===== src/rtl/miriscv_fetch_pkg.sv =====
// Shared types and constants for the miriscv instruction fetch stage.
package miriscv_fetch_pkg;

    // Canonical RISC-V NOP (addi x0, x0, 0), shown to decode while the queue is empty.
    localparam logic [31:0] INSTR_NOP = 32'h0000_0013;

    // Number of fetched entries buffered between memory and decode.
    localparam int unsigned FETCH_QUEUE_DEPTH = 2;

    typedef enum logic [1:0] {
        FETCH_IDLE = 2'b00,  // no request outstanding
        FETCH_WAIT = 2'b01,  // one granted request outstanding, response kept
        FETCH_DROP = 2'b10   // one granted request outstanding, response discarded
    } fetch_state_e;

    // One queue entry: 65 bits wide.
    typedef struct packed {
        logic [31:0] pc;
        logic [31:0] instr;
        logic        err;
    } fetch_entry_t;

    localparam fetch_entry_t FETCH_ENTRY_RESET = {32'h0000_0000, INSTR_NOP, 1'b0};

    // Builds a word-aligned byte address from a word index.
    function automatic logic [31:0] word_addr(input logic [29:0] word_idx);
        return {word_idx, 2'b00};
    endfunction

endpackage


===== src/rtl/miriscv_fetch_fifo.sv =====
// Two-entry synchronous queue of fetched instructions; slot0 is always the head,
// so the head fields come straight from flops. Flush wins over push and pop.
module miriscv_fetch_fifo
    import miriscv_fetch_pkg::*;
(
    input  logic         clk,
    input  logic         rst,
    input  logic         push,
    input  logic         pop,
    input  logic         flush,
    input  fetch_entry_t wdata,
    output fetch_entry_t rdata,
    output logic [1:0]   count
);

    localparam logic [1:0] DEPTH_C = 2'(FETCH_QUEUE_DEPTH);

    fetch_entry_t slot0_r;
    fetch_entry_t slot1_r;
    logic [1:0]   count_r;
    logic         push_ok_s;
    logic         pop_ok_s;

    // Never write past the last slot nor read from an empty queue.
    always_comb begin
        push_ok_s = push && (count_r != DEPTH_C);
        pop_ok_s  = pop && (count_r != 2'd0);
    end

    // Queue storage and occupancy; pops shift slot1 down into the head slot.
    always_ff @(posedge clk) begin
        if (rst) begin
            slot0_r <= FETCH_ENTRY_RESET;
            slot1_r <= FETCH_ENTRY_RESET;
            count_r <= 2'd0;
        end else if (flush) begin
            count_r <= 2'd0;
        end else begin
            case ({push_ok_s, pop_ok_s})
                2'b10: begin
                    if (count_r == 2'd0) begin
                        slot0_r <= wdata;
                    end else begin
                        slot1_r <= wdata;
                    end
                    count_r <= count_r + 2'd1;
                end
                2'b01: begin
                    slot0_r <= slot1_r;
                    count_r <= count_r - 2'd1;
                end
                2'b11: begin
                    if (count_r == 2'd1) begin
                        slot0_r <= wdata;
                    end else begin
                        slot0_r <= slot1_r;
                        slot1_r <= wdata;
                    end
                end
                default: begin
                    count_r <= count_r;
                end
            endcase
        end
    end

    assign rdata = slot0_r;
    assign count = count_r;

endmodule


===== src/rtl/miriscv_fetch.sv =====
// Instruction fetch stage: owns the PC, issues one-at-a-time word requests over
// req/gnt/rvalid and feeds decode from a two-entry queue. Redirects from execute
// flush the queue and turn any in-flight response into a discarded one.
module miriscv_fetch
    import miriscv_fetch_pkg::*;
#(
    parameter logic [31:0] RESET_PC = 32'h0000_0000
) (
    input  logic        clk_i,
    input  logic        rst_i,
    output logic        instr_req_o,
    output logic [31:0] instr_addr_o,
    input  logic        instr_gnt_i,
    input  logic        instr_rvalid_i,
    input  logic [31:0] instr_rdata_i,
    input  logic        instr_err_i,
    input  logic        redirect_i,
    input  logic [31:0] redirect_pc_i,
    output logic [31:0] fetched_instr_o,
    output logic [31:0] fetched_pc_o,
    output logic        fetched_err_o,
    output logic        instr_valid_o,
    input  logic        instr_ready_i
);

    fetch_state_e state_r;
    logic [31:0]  pc_r;
    logic [31:0]  req_pc_r;
    logic [1:0]   count_s;
    fetch_entry_t head_s;
    fetch_entry_t push_entry_s;
    logic         rvalid_busy_s;
    logic         rvalid_keep_s;
    logic         pop_s;
    logic         push_s;
    logic         pending_s;
    logic [2:0]   occupancy_s;
    logic         req_s;
    logic         grant_s;
    logic         unused_s;

    // Low target bits are ignored; misalignment is execute's concern.
    assign unused_s = ^redirect_pc_i[1:0];

    // Handshake decode: a new request may go out in the response cycle, but only
    // if the queue will still have room for its eventual response.
    always_comb begin
        rvalid_busy_s = instr_rvalid_i && (state_r != FETCH_IDLE);
        rvalid_keep_s = instr_rvalid_i && (state_r == FETCH_WAIT);
        pop_s         = instr_valid_o && instr_ready_i && !redirect_i;
        push_s        = rvalid_keep_s && !redirect_i;
        pending_s     = rvalid_keep_s && !pop_s;
        occupancy_s   = {1'b0, count_s} + {2'b00, pending_s};
        req_s         = !rst_i && !redirect_i
                        && ((state_r == FETCH_IDLE) || rvalid_busy_s)
                        && (occupancy_s < 3'd2);
        grant_s       = req_s && instr_gnt_i;
        push_entry_s  = {req_pc_r, instr_rdata_i, instr_err_i};
    end

    // PC and outstanding-request tracking; redirect overrides everything else.
    always_ff @(posedge clk_i) begin
        if (rst_i) begin
            state_r  <= FETCH_IDLE;
            pc_r     <= word_addr(RESET_PC[31:2]);
            req_pc_r <= word_addr(RESET_PC[31:2]);
        end else if (redirect_i) begin
            pc_r <= word_addr(redirect_pc_i[31:2]);
            if ((state_r != FETCH_IDLE) && !instr_rvalid_i) begin
                state_r <= FETCH_DROP;
            end else begin
                state_r <= FETCH_IDLE;
            end
        end else if (grant_s) begin
            pc_r     <= pc_r + 32'd4;
            req_pc_r <= pc_r;
            state_r  <= FETCH_WAIT;
        end else if (rvalid_busy_s) begin
            state_r <= FETCH_IDLE;
        end else begin
            state_r <= state_r;
        end
    end

    miriscv_fetch_fifo u_fifo (
        .clk   (clk_i),
        .rst   (rst_i),
        .push  (push_s),
        .pop   (pop_s),
        .flush (redirect_i),
        .wdata (push_entry_s),
        .rdata (head_s),
        .count (count_s)
    );

    assign instr_req_o     = req_s;
    assign instr_addr_o    = pc_r;
    assign instr_valid_o   = (count_s != 2'd0);
    assign fetched_instr_o = head_s.instr;
    assign fetched_pc_o    = head_s.pc;
    assign fetched_err_o   = head_s.err;

endmodule


===== config.mk =====
export PLATFORM = sky130hd
export DESIGN_NAME = miriscv_fetch
export DESIGN_NICKNAME = d
export VERILOG_FILES = /design/src/rtl/miriscv_fetch_pkg.sv /design/src/rtl/miriscv_fetch_fifo.sv /design/src/rtl/miriscv_fetch.sv
export SDC_FILE = /design/constraint.sdc
export NUM_CORES = 1
export LEC_CHECK = 0
export BUFFER_PORTS_ARGS = -buffer_cell sky130_fd_sc_hd__buf_2
export CAP_MARGIN = 30
export CELL_PAD_IN_SITES_DETAIL_PLACEMENT = 2
export CELL_PAD_IN_SITES_GLOBAL_PLACEMENT = 2
export CORE_ASPECT_RATIO = 0.5
export CORE_MARGIN = 4
export CORE_UTILIZATION = 36
export CTS_BUF_LIST = sky130_fd_sc_hd__clkbuf_8
export DETAILED_ROUTE_END_ITERATION = 16
export GPL_ROUTABILITY_DRIVEN = 0
export PLACE_DENSITY_LB_ADDON = 0.1
export SLEW_MARGIN = 20
export SYNTH_ARGS = -nofsm -noshare
export SYNTH_HDL_FRONTEND = slang
export SYNTH_SLANG_ARGS = --single-unit

===== constraint.sdc =====
create_clock -name clk_i -period 4.5 [get_ports clk_i]
set_clock_uncertainty 0.05 [all_clocks]
set_input_delay 0.225 -clock clk_i [delete_from_list [all_inputs] [get_ports clk_i]]
set_output_delay 0.225 -clock clk_i [all_outputs]
set_load 0.03 [all_outputs]

==> reports/qor.yml, run 1 <==
run_status:
  status: "completed"
global_route:
  track_usage_pct: 23.59
  grt_pass1_wl_um: 46560
  antenna_found_initial: 1
  first_global_vias: 8525
  overflow: 0
  grt_max_degree: 121
layout:
  finalNetCount: 1212
  layout_commonest_cell: "nand2_1"
  drive_above_1_share_pct: 19.70
  fillerInstances: 2456
  final_cell_mix: "nand2_1 (217), dfxtp_1 (190), buf_2 (162)"
  synthToLayoutAreaGrowth_pct: 25.94
sta:
  final_max_slew_viol_count: 0
  fmax_mhz: 329.1
  slew_headroom_pct: 35.43
  fin_ws_ns: 1.462
  fin_crit_sh_pct: 67.52
  final_hold_viol_count: 0
  hold_slack_ns: 0.08020
  worst_pin_slew_ns: 0.9685
  rsz0062_at_grt: "no"
  fin_crit_ns: 3.038
  setup_viol: 0
  fin_setup_tns_ns: 0
synth:
  ys_ff_latch: 190
  ys_async_sr_fraction_pct: 0
  synth_top_area_share_pct: 47.56
  yosysWarnings: 0
  synth_seq_area_share_pct: 47.56
  ys.flop_type: "dfxtp_1"
  synth.distinct_cells: 53
  synth_area_leaders: "dfxtp_1 (48%), nand2_1 (10%), mux2i_1 (7.9%)"
  synth_edf_count: 0
  synth_area_leader_cell: "dfxtp_1"
  syn_inst: 955
  mappedNetlistArea_mm2: 0.007998
  syn_avg_cell_area_um2: 8.375
worst_setup_path:
  cp-start-kind: "flip-flop"
  crit_path_end: "u_fifo.rdata[32]$_SDFFE_PP0P_"
  r2r_start: "u_fifo.count[1]$_SDFFE_PP0P_"
  critPathCaptureType: "flip-flop"
  worst_ep_arrival_time_ns: 3.31
  reg2regPathDepth: 8
  r2r_slack_ns: 1.46
  crit_type: "flip-flop to flip-flop"
  worstPathRequired_ns: 4.77
  startpoint: "u_fifo.count[1]$_SDFFE_PP0P_"
  timing.rr.end: "u_fifo.rdata[32]$_SDFFE_PP0P_"
  crit_fanout: 20
floorplan:
  initial_core_util_pct: 36.81
  die_w_um: 218.8
  dieArea_mm2: 0.02481
  die_y_um: 113.4
  num_io_pins: 170
  rows: 38
  core_area_mm2: 0.02173
cts:
  post_cts_buffers: 0
  cts_resized: 0
  postCtsHoldBufs: 62
  cts_max_level: 4
  clkLatencyLatePin_ns: 0.48
  cts_tree: "done"
  clkSinkCount: 190
  root_buffer: "clkbuf_8"
  cts_buffers: 17
  clk_pin_slew_ns: 0.09
  clockBufferDepth: 2
routing:
  initialDrtViolationCount: 385
  vias_per_cell: 5.385
  ant_nets: 0
  wl_per_cell_um: 20.17
  dr.pass1.iters: 4
  wirelength_um: 29210
  remaining_drc_errors: 0
  vias: 7797
place:
  dp_slack_ns: 1.533
  numPortBuffers: 163
  dp_hpwl_um: 17130
worst_hold_path:
  min_from: "redirect_pc_i[28]"
  worstHoldPathCells: 4
  hold_class: "input pin to flip-flop"
pwr:
  ir_drop_uv: 191.4
  powerDensity_mw_per_mm2: 329.9
  finalPower_mw: 3.323
  leakage_nw: 3.668
job:
  drv_cap: 0
state kept, by name (all words and copies together), names as in the netlist:
signal and flops:
req_pc_r 30, state_r 2, u_fifo.rdata 63, instr_addr_o 30, u_fifo.slot1_r 63, u_fifo.count 2
stage by stage:
| step | instance area, um^2 | std cells | utilization (%) |
|---|---|---|---|
| after floorplan | 8009 | 958 | - |
| after global routing | 10070 | 1448 | 46.35 |
| after CTS | 10060 | 1446 | 46.32 |
| after detailed placement | 9020 | 1355 | 41.51 |
| after global placement | 9012 | 1354 | 41.48 |
| final | 10070 | 1448 | 46.35 |
synthesized netlist by cell type (all sizes together) (7+ instances only):
| cell type | number |
|---|---|
| buf | 30 |
| o21ai | 15 |
| a21oi | 110 |
| nor2 | 85 |
| nand4 | 12 |
| dfxtp | 190 |
| clkbuf | 49 |
| or3 | 8 |
| a211oi | 65 |
| mux2i | 63 |
| inv | 7 |
| nor3 | 8 |
| a31oi | 11 |
| nand2 | 218 |
| nand3 | 10 |
kinds of logic (layout without fill, tap and decap cells):
family                     count (synthesis)  count (layout)  share of synthesized area (%)
DFF                                      190             190                          47.56
adders and majority gates                  4               4                         0.6258
and+or+nand+nor                          369             369                          20.07
muxes                                     67              67                          8.448
other                                      1               5                        0.04689
xor gates and xnor gates                   6               6                         0.6572
AOI/OAI and AO/OA                        232             232                          17.99
buffers and inverters                     86             275                          4.600
worst min path at each step:
stage                     slack, ns                              end
after floorplan                0.25          state_r[1]$_SDFFE_PP0P_
after global placement         0.39  u_fifo.slot1_r[28]$_SDFFE_PP0P_
after detailed placement       0.40  u_fifo.slot1_r[47]$_SDFFE_PP0P_
after CTS                      0.04    instr_addr_o[28]$_SDFFE_PP0P_
after global routing           0.09    instr_addr_o[28]$_SDFFE_PP0P_
final                          0.08    instr_addr_o[28]$_SDFFE_PP0P_
where the power goes:
group	switching (mW)	leakage [nW]	total, mW	internal [mW]
combinational	0.203	1.91	0.325	0.122
sequential	0.0444	1.54	1.76	1.71
clock	0.612	0.221	1.24	0.629
per-layer routing:
layer / vias to the layer above / global-route usage [%] / wire (um)
met5: - / 0 / 0
met4: 0 / 7.741 / 609
met3: 48 / 4.605 / 1091
met2: 154 / 42.30 / 14610
met1: 3907 / 28.72 / 12900
li1: 3688 / - / -
area by class of cell:
class / count / area (um^2) / share of cell area [%]
antenna: 1 / 2.502 / 0.02484
clock buffer: 23 / 316.6 / 3.143
clock inverter: 6 / 107.6 / 1.068
inverter: 7 / 26.28 / 0.2609
multi-input combinational: 682 / 3870 / 38.42
sequential: 190 / 3804 / 37.76
tap: 300 / 375.4 / 3.727
timing repair buffer: 239 / 1570 / 15.59
worst max-delay path, stage by stage (launching register included):
cell and delay, ns:
dfxtp_1 0.44, inv_1 0.11, ha_1 0.24, inv_1 0.16, nand3_1 0.31, a21oi_4 0.65, buf_4 0.47, mux2i_1 0.30
a211oi_1 0.12
No activity file was read; power rests on OpenSTA's default activity.
==> run 2, diff against run 1 <==
--- a/config.mk
+++ b/config.mk
@@ -11,7 +11,7 @@
 export CELL_PAD_IN_SITES_GLOBAL_PLACEMENT = 2
 export CORE_ASPECT_RATIO = 0.5
 export CORE_MARGIN = 4
-export CORE_UTILIZATION = 36
+export CORE_UTILIZATION = 30
 export CTS_BUF_LIST = sky130_fd_sc_hd__clkbuf_8
 export DETAILED_ROUTE_END_ITERATION = 16
 export GPL_ROUTABILITY_DRIVEN = 0
==> constraint.sdc (replaced) <==
create_clock -name clk_i -period 2.49 [get_ports clk_i]
set_clock_uncertainty 0.05 [all_clocks]
set_input_delay 0.1245 -clock clk_i [delete_from_list [all_inputs] [get_ports clk_i]]
set_output_delay 0.1245 -clock clk_i [all_outputs]
set_load 0.03 [all_outputs]
==> run 2 against run 1 <==
Net effect:
- fmax up 28%
- critical path type unchanged
- final cell count is 5.2% higher
- via count decreased by 1.6%
- clock-buffer cell count shrank 2
- highest routed layer unchanged
- first-iteration DRC count down 42%
- total power increased by 78%
- global-route usage down 5.2 points
- sequential cell count unchanged
- register-to-register slack worse by 1.4 ns
- combinational power is 87% higher
- sequential share of layout area fell by 1.2 points
==> reports/qor.yml, run 2 (synthesized netlist as in run 1, its figures left out) <==
global_route:
  track_usage_pct: 18.36  # was 23.59%
  first_global_vias: 8146  # was 8525
  grt_pass1_wl_um: 43340  # was 46560 um
  antenna_found_initial: 0  # was 1
  grt_max_degree: 109  # was 121
  overflow: 0  # unchanged
routing:
  remaining_drc_errors: 0  # unchanged
  vias_per_cell: 5.033  # was 5.385
  ant_nets: 0  # unchanged
  wirelength_um: 26760  # was 29210 um
  dr.pass1.iters: 6  # was 4
  initialDrtViolationCount: 222  # was 385
  wl_per_cell_um: 17.56  # was 20.17 um
  vias: 7670  # was 7797
worst_hold_path:
  hold_class: "input pin to flip-flop"  # unchanged
floorplan:
  num_io_pins: 170  # unchanged
  rows: 41  # was 38
  dieArea_mm2: 0.02949  # was 0.02481 mm^2
  core_area_mm2: 0.02570  # was 0.02173 mm^2
  die_y_um: 123.5  # was 113.4 um
  die_w_um: 238.9  # was 218.8 um
  initial_core_util_pct: 31.12  # was 36.81%
place:
  postPlaceCellArea_mm2: 0.009300  # was 0.009020 mm^2
  dp_hpwl_um: 18070  # was 17130 um
  numPortBuffers: 163  # unchanged
  dpl.cell_count: 1423  # was 1355
worst_setup_path:
  crit_fanout: 27  # was 20
  worst_ep_arrival_time_ns: 2.73  # was 3.31 ns
  worstPathRequired_ns: 2.84  # was 4.77 ns
  r2r_slack_ns: 0.11  # was 1.46 ns
  critPathCaptureType: "flip-flop"  # unchanged
  crit_type: "flip-flop to flip-flop"  # unchanged
  timing.rr.end: "instr_addr_o[6]$_SDFFE_PP0P_"  # was u_fifo.rdata[32]$_SDFFE_PP0P_
  crit_path_end: "instr_addr_o[6]$_SDFFE_PP0P_"  # was u_fifo.rdata[32]$_SDFFE_PP0P_
  cp-start-kind: "flip-flop"  # unchanged
  startpoint: "u_fifo.count[1]$_SDFFE_PP0P_"  # unchanged
  reg2regPathDepth: 9  # was 8
  r2r_start: "u_fifo.count[1]$_SDFFE_PP0P_"  # unchanged
sta:
  fin_crit_sh_pct: 95.67  # was 67.52%
  final_max_slew_viol_count: 0  # unchanged
  fmax_mhz: 419.8  # was 329.1 MHz
  worst_pin_slew_ns: 0.9572  # was 0.9685 ns
  slew_headroom_pct: 36.18  # was 35.43%
  fin_setup_tns_ns: 0  # unchanged
  final_hold_viol_count: 0  # unchanged
  fin_crit_ns: 2.382  # was 3.038 ns
  setup_viol: 0  # unchanged
cts:
  clk_pin_slew_ns: 0.10  # was 0.09 ns
  cts_tree: "done"  # unchanged
  clkLatencyLatePin_ns: 0.48  # about the same
  clkSinkCount: 190  # unchanged
  root_buffer: "clkbuf_8"  # unchanged
  cts_max_level: 4  # unchanged
  cts_buffers: 17  # unchanged
  clockBufferDepth: 2  # unchanged
pwr:
  leakage_nw: 3.825  # was 3.668 nW
  powerDensity_mw_per_mm2: 566.7  # was 329.9 mW/mm^2
  finalPower_mw: 5.901  # was 3.323 mW
  ir_drop_uv: 321.9  # was 191.4 uV
job:
  drv_cap: 0  # unchanged
layout:
  design_area_mm2: 0.01041  # was 0.01007 mm^2
  synthToLayoutAreaGrowth_pct: 30.18  # was 25.94%
  layout_commonest_cell: "nand2_1"  # unchanged
  drive_above_1_share_pct: 21.78  # was 19.70%
  finalNetCount: 1242  # was 1212
  final_cell_mix: "nand2_1 (217), dfxtp_1 (190), buf_2 (162)"  # unchanged
  diodes: 0  # was 1
  fin_cells: 1524  # was 1448
run_status:
  status: "completed"  # unchanged
## run 2: metal layers
layer	up-vias	routed length [um]	global-route usage, %
li1	3738	-	-
met1	3832	12020	21.85
met2	81	13830	34.64
met3	19	644	3.187
met4	0	267	4.573
met5	-	0	0
## run 2: per-stage QoR
| stage | hold slack [ns] | setup slack (ns) | utilization, % |
|---|---|---|---|
| after global routing | 0.1500 | -0.01268 | 40.51 |
| after global placement | 0.3245 | 0.003259 | 36.13 |
| after CTS | 0.1247 | 0.02086 | 40.32 |
| after detailed placement | 0.3346 | -0.06302 | 36.19 |
| final | 0.1755 | 0.1079 | 40.51 |
| after floorplan | 0.1538 | 0.2866 | - |
## run 2: where the power goes
| group | internal (mW) | switching, mW |
|---|---|---|
| clock network | 0.993 | 1.13 |
| registers | 3.10 | 0.0698 |
| logic | 0.241 | 0.368 |
## run 2: worst max-delay path, stage by stage, from the launching register on
cell,delay (ns)
dfxtp_1,0.44
inv_1,0.11
ha_1,0.27
nor3b_4,0.28
o211ai_1,0.14
buf_4,0.19
buf_6,0.18
nor2_1,0.13
mux2_2,0.34
nor3_1,0.17
## run 2: repair_timing
item                                   CTS  global route
buffers inserted                         0             4
gates resized for setup                  2             3
hold buffers                            65             0
pin swaps                                2             2
setup endpoints to repair                2            14
endpoints found under the hold margin  100             0
## run 2: how the worst min path moves through the flow
stage                         startpoint                            to  slack (ns)  cells after the start
after floorplan           instr_rvalid_i       state_r[1]$_SDFFE_PP0P_        0.15                      1
after global placement    instr_rvalid_i       state_r[1]$_SDFFE_PP0P_        0.32                      2
after detailed placement  instr_rvalid_i       state_r[1]$_SDFFE_PP0P_        0.33                      2
after CTS                  instr_ready_i  u_fifo.rdata[5]$_SDFFE_PP1P_        0.12                      4
after global routing       instr_ready_i  u_fifo.rdata[1]$_SDFFE_PP1P_        0.15                      4
final                      instr_ready_i  u_fifo.rdata[5]$_SDFFE_PP1P_        0.18                      4
## run 2: layout make-up
class	instances	area, um^2
Clock buffer	21	289.0
Clock inverter	11	115.1
Fill cell	2877	15290
Inverter	7	26.28
Multi-Input combinational cell	682	3889
Sequential cell	190	3804
Tap cell	344	430.4
Timing Repair Buffer	269	1858
